==> src/rtl/compute_unit_if.sv <==
// compute_unit_if: operand/result bundle between the conv datapath and the MAC unit
interface compute_unit_if;
    logic [31:0] floatA;
    logic [31:0] floatB;
    logic [31:0] result;
    modport master (output floatA, output floatB, input result);
    modport slave (input floatA, input floatB, output result);
endinterface

==> src/rtl/compute_unit.sv <==
// compute_unit: binary32 multiply-accumulate, combinational mul+add into one accumulator register
module compute_unit (
    input  logic           clk,
    input  logic           reset,
    compute_unit_if.slave  bus
);
    function automatic logic [4:0] lzc(input logic [26:0] v);
        lzc = 5'd27;
        for (int i = 0; i < 27; i++)
            if (v[i]) lzc = 5'(26 - i);
    endfunction
    logic [31:0] acc, nxt, prd, sum;
    logic        sa, sb, sc, ps;
    logic [7:0]  ea, eb, ec;
    logic [22:0] fa, fb, fc;
    logic        za, zb, zc, ia, ib, ic, na, nb, nc;
    assign {sa, ea, fa} = bus.floatA;
    assign {sb, eb, fb} = bus.floatB;
    assign {sc, ec, fc} = acc;
    assign za = ea == 8'h00;
    assign zb = eb == 8'h00;
    assign zc = ec == 8'h00;
    assign ia = ea == 8'hFF && fa == 23'h0;
    assign ib = eb == 8'hFF && fb == 23'h0;
    assign ic = ec == 8'hFF && fc == 23'h0;
    assign na = ea == 8'hFF && fa != 23'h0;
    assign nb = eb == 8'hFF && fb != 23'h0;
    assign nc = ec == 8'hFF && fc != 23'h0;
    logic [47:0]        prod;
    logic [22:0]        pfr;
    logic [23:0]        pf;
    logic               pg, pst, p_inf, p_zero, nan;
    logic signed [9:0]  pe, pex;
    // Hidden bit is always set, so a carry out of the fraction is the rounding carry.
    always_comb begin
        prod = 48'({1'b1, fa}) * 48'({1'b1, fb});
        pe = {2'b0, ea} + {2'b0, eb} - 10'd127 + {9'b0, prod[47]};
        pfr = prod[47] ? prod[46:24] : prod[45:23];
        pg = prod[47] ? prod[23] : prod[22];
        pst = prod[47] ? |prod[22:0] : |prod[21:0];
        pf = {1'b0, pfr} + {23'b0, pg & (pst | pfr[0])};
        pex = pe + {9'b0, pf[23]};
        ps = sa ^ sb;
        p_inf = ia | ib | (!za && !zb && pex >= 255);
        p_zero = !p_inf && (za || zb || pex <= 0);
        nan = na | nb | nc | (ia & zb) | (ib & za) | (p_inf & ic & (ps != sc));
        prd = {ps, pex[7:0], pf[22:0]};
    end
    logic               swap, sx, sy;
    logic [7:0]         ex, ey, d;
    logic [22:0]        fx, fy;
    logic [49:0]        yw;
    logic [26:0]        x27, y27, n;
    logic [27:0]        s;
    logic [4:0]         lz;
    logic [23:0]        r;
    logic signed [9:0]  se, sex;
    // x is the larger magnitude; y is aligned into guard/round/sticky below x's LSB.
    always_comb begin
        swap = {pex[7:0], pf[22:0]} > {ec, fc};
        {sx, ex, fx} = swap ? prd : acc;
        {sy, ey, fy} = swap ? acc : prd;
        d = ex - ey;
        yw = {1'b1, fy, 26'b0} >> (d > 8'd49 ? 8'd49 : d);
        x27 = {1'b1, fx, 3'b0};
        y27 = {yw[49:24], |yw[23:0]};
        s = sx == sy ? {1'b0, x27} + {1'b0, y27} : {1'b0, x27} - {1'b0, y27};
        lz = lzc(s[26:0]);
        n = s[27] ? {s[27:2], |s[1:0]} : s[26:0] << lz;
        se = s[27] ? {2'b0, ex} + 10'd1 : {2'b0, ex} - {5'b0, lz};
        r = {1'b0, n[25:3]} + {23'b0, n[2] & (|n[1:0] | n[3])};
        sex = se + {9'b0, r[23]};
        sum = !n[26] ? 32'h0 : sex >= 255 ? {sx, 8'hFF, 23'h0} :
              sex <= 0 ? {sx, 31'h0} : {sx, sex[7:0], r[22:0]};
    end
    assign nxt = nan ? 32'h7FC0_0000 : ic ? acc : p_inf ? {ps, 8'hFF, 23'h0} :
                 p_zero ? acc : zc ? prd : sum;
    always_ff @(posedge clk or posedge reset)
        if (reset) acc <= 32'h0;
        else acc <= nxt;
    assign bus.result = acc;
endmodule

==> src/flat_wrapper.sv <==
// flat-port wrapper written by rule: the top's interface ports become plain ports
module compute_unit_flat 
  (clk, reset, bus_floatA, bus_floatB, bus_result);
  compute_unit_if bus_i ();
  input  logic clk;
  input  logic reset;
  input wire logic [$bits(bus_i.floatA)-1:0] bus_floatA;
  input wire logic [$bits(bus_i.floatB)-1:0] bus_floatB;
  output wire logic [$bits(bus_i.result)-1:0] bus_result;
  assign bus_i.floatA = bus_floatA;
  assign bus_i.floatB = bus_floatB;
  assign bus_result = bus_i.result;
  compute_unit u_core (.clk(clk), .reset(reset), .bus(bus_i));
endmodule
==> config.mk <==
export PLATFORM = sky130hd
export DESIGN_NAME = compute_unit_flat
export DESIGN_NICKNAME = d
export VERILOG_FILES = /design/src/rtl/compute_unit_if.sv /design/src/rtl/compute_unit.sv /design/src/flat_wrapper.sv
export SDC_FILE = /design/constraint.sdc
export NUM_CORES = 2
export LEC_CHECK = 0
export ABC_AREA = 0
export CAP_MARGIN = 20
export CELL_PAD_IN_SITES_DETAIL_PLACEMENT = 1
export CELL_PAD_IN_SITES_GLOBAL_PLACEMENT = 1
export CORE_ASPECT_RATIO = 0.6
export CORE_MARGIN = 4
export CORE_UTILIZATION = 45
export DETAILED_ROUTE_END_ITERATION = 10
export GPL_TIMING_DRIVEN = 0
export PLACE_DENSITY_LB_ADDON = 0.05
export SYNTH_ARGS = -nofsm -noshare
export SYNTH_HDL_FRONTEND = slang
export SYNTH_SLANG_ARGS = --single-unit
==> constraint.sdc <==
create_clock -name clk -period 20.2 [get_ports clk]
set_clock_uncertainty 0.1 [all_clocks]
set_input_delay 3.03 -clock clk [delete_from_list [all_inputs] [get_ports clk]]
set_output_delay 3.03 -clock clk [all_outputs]
set_load 0.02 [all_outputs]
==> summary.txt <==
Status
  • Status: complete, but fails checks
  • Failing checks: setup timing

Synthesis
  • Post-synth net total: 5406
  • Post-Syn Area: 34800 µm²
  • Avg Inst Size Synth: 7.60 µm²
  • Post-synthesis async set-or-reset flop share: 1.00
  • Synth cell types: 131
  • Sequential area share after synthesis: 0.0230
  • Synth Instances: 4579
  • Main synth FF type: dfrtp_1
  • EDFF count, synth: 0
  • Synth Register Bits: 32
  • Yosys warning total: 0

Floorplanning
  • # IOs: 98
  • CORE AREA: 76100 µm²
  • Die Y: 223 µm
  • Die W: 367 µm
  • Die Footprint: 82000 µm²
  • Row Count: 78
  • Initial Utilization: 0.457

Clock network
  • # hold bufs at CTS: 0
  • Root Buffer: clkbuf_16
  • Later-pin clock latency in the skew report: 0.30 ns
  • TritonCTS Buffers: 5
  • Clock tree buffer depth: 2
  • CTS tree: done
  • Clock Pin Slew Worst Setup and Hold Paths: 0.07 ns
  • Htree depth: 2
  • CTS Sinks: 32

Timing
  • RSZ-0062 raised after global routing: yes
  • Relative slew slack: 0.0703
  • Final WS setup: -8.04 ns
  • Worst-Margin Slew: 1.38 ns
  • WHS: 0.625 ns
  • Endpoints failing hold: 0
  • Crit share post-route: 1.40
  • Fmax: 35.4 MHz
  • Tmin final: 28.24 ns
  • Max-slew violation count: 0
  • Setup violation total in the final timing report: 32

Final layout
  • Max reg flops: 32
  • Post-Route Utilization: 0.577
  • Layout Cells excl Fill: 5989
  • P&R area growth vs syn: 26.4%
  • Nets@finish: 5809
  • Share of cells above drive strength 1: 0.210

Route
  • Vias: 41.4k
  • Drt drc: 0
  • Max layer used: met5
  • DRT antenna net count: 0
  • Wire per inst: 34.1 µm
  • Via density: 6.91
  • Wire length on met3: 39800 µm
  • WL met1: 83200 µm
  • WL met2: 73000 µm
  • WL final: 204000 µm
  • First-pass DRT Iterations: 8
  • Drt initial violations: 6691

GRT
  • Initial antenna violation count: 24
  • All-layer global routing usage: 0.477
  • Number of global-route vias before repair: 41.6k
  • Largest net degree at the start of global routing: 24
  • First-pass GRT wire length: 288000 µm
  • GR Overflow Total: 0

Worst setup path
  • Crit Path Class: in2reg
  • Critical Path End Type: flop
  • Cell depth of the worst setup path: 109
  • WP buf/inv: 29
  • CP Launch Type: primary input
  • CP top delay family: compound AO/OA/AOI/OAI gates
  • Critical Path Max Stage Delay: 0.67 ns
  • Worst R2R Path Depth: 74
  • CP dominant cell by count: buf_4
  • Slowest-stage cell, CP: a211oi_4
  • Critical Path AT: 28.36 ns
  • Critical Path RT: 20.33 ns
  • Crit-path max FO: 8

Placed design
  • GP Congestion: 1.05
  • Dpl cells: 5686
  • # port buffers: 96
  • HPWL after DPL: 152000 µm

Flow run
  • Max_cap viols: 0

Min path
  • Worst Hold Class: reg2reg
  • Worst Hold Path Cells: 2
-- synth_stat cells (37+ instances only) --
cell      number  area (µm²)
a211oi_1      49         368
a21o_1        51         383
a21oi_1      228        1140
a22oi_1       37         278
and2_1       280        1750
clkbuf_1     193         724
fa_1         486        9730
ha_1         275        3440
inv_1        719        2700
mux2i_1       57         571
nand2_1      529        1990
nand3_1       99         495
nand4_1       66         413
nor2_1       265         995
nor3_1        92         460
nor4_1        50         313
o211ai_1      51         383
o21ai_0      186         931
xnor2_1       65         569
xor2_1        41         359
-- tightest hold or removal path, stage by stage (launching register included) --
cell and delay, ns:
dfrtp_1 0.46, a22oi_1 0.15, o21ai_2 0.08
-- worst paths after layout --
path	startpoint	endpoint	slack [ns]
min in group asynchronous	reset	u_core.bus.result[25]	3.04
hold reg to reg	u_core.bus.result[10]	u_core.bus.result[10]	0.63
hold / removal	u_core.bus.result[10]	u_core.bus.result[10]	0.63
max in group asynchronous	reset	u_core.bus.result[8]	16.44
setup reg to reg	u_core.bus.result[22]	u_core.bus.result[10]	2.92
setup / recovery	bus_floatA[11]	u_core.bus.result[10]	-8.04
-- kinds of logic after synthesis --
kind of cell / after synthesis / synth area share
simple gates: 1604 / 0.231
compound gates: 1019 / 0.205
buf+inv: 972 / 0.108
fa+ha+maj: 761 / 0.379
xor+xnor: 109 / 0.0283
mux: 82 / 0.0258
flops: 32 / 0.0230
-- through the flow --
step | setup slack [ns] | setup TNS, ns | instance area, µm²
6_report | -8.04 | -250.38 | 44000
5_1_grt | -8.20 | -256.12 | 43900
4_1_cts | -6.54 | -203.11 | 42900
3_5_place_dp | -14.10 | -435.90 | 37800
3_3_place_gp | -14.09 | -434.26 | 37700
2_1_floorplan | -5.05 | -154.25 | 35500
-- area by class of cell --
class / instances / area, µm²
diodes: 6 / 15.0
plain buffers: 232 / 2680
clock buffers: 5 / 125
clock inverters: 3 / 18.8
fillers: 9110 / 32200
inverters: 727 / 2790
multi-input cells: 3575 / 32700
flip-flops and latches: 32 / 801
well taps: 1000 / 1250
repair buffers: 409 / 3540
-- cells in the final DEF, fill, tap and decap left out, types with 56 or more instances in the layout --
master | synthesis | layout
nor2_1 | 265 | 245
buf_4 | 1 | 295
fa_1 | 486 | 476
and2_1 | 280 | 259
nand2_1 | 529 | 510
ha_1 | 275 | 251
clkbuf_1 | 193 | 56
nand3_1 | 99 | 90
o21ai_0 | 186 | 143
a21oi_1 | 228 | 187
nor3_1 | 92 | 81
nand4_1 | 66 | 66
xnor2_1 | 65 | 56
inv_1 | 719 | 694
-- timing repair --
action	4_1_cts	5_1_grt
hold endpoints to repair	0	0
buffers inserted	240	52
endpoints found under the setup margin	32	32
cloned	3	0
gates resized for setup	940	128
pin swaps	169	89
-- layer usage --
metal,track usage,vias up
met1,0.669,20800
met2,0.592,3600
met3,0.301,711
met5,0.0198,-
li1,-,16300
met4,0.124,36
Power is not shown: default switching activity piles up to over one toggle a cycle in this logic, so the estimate is an artifact.
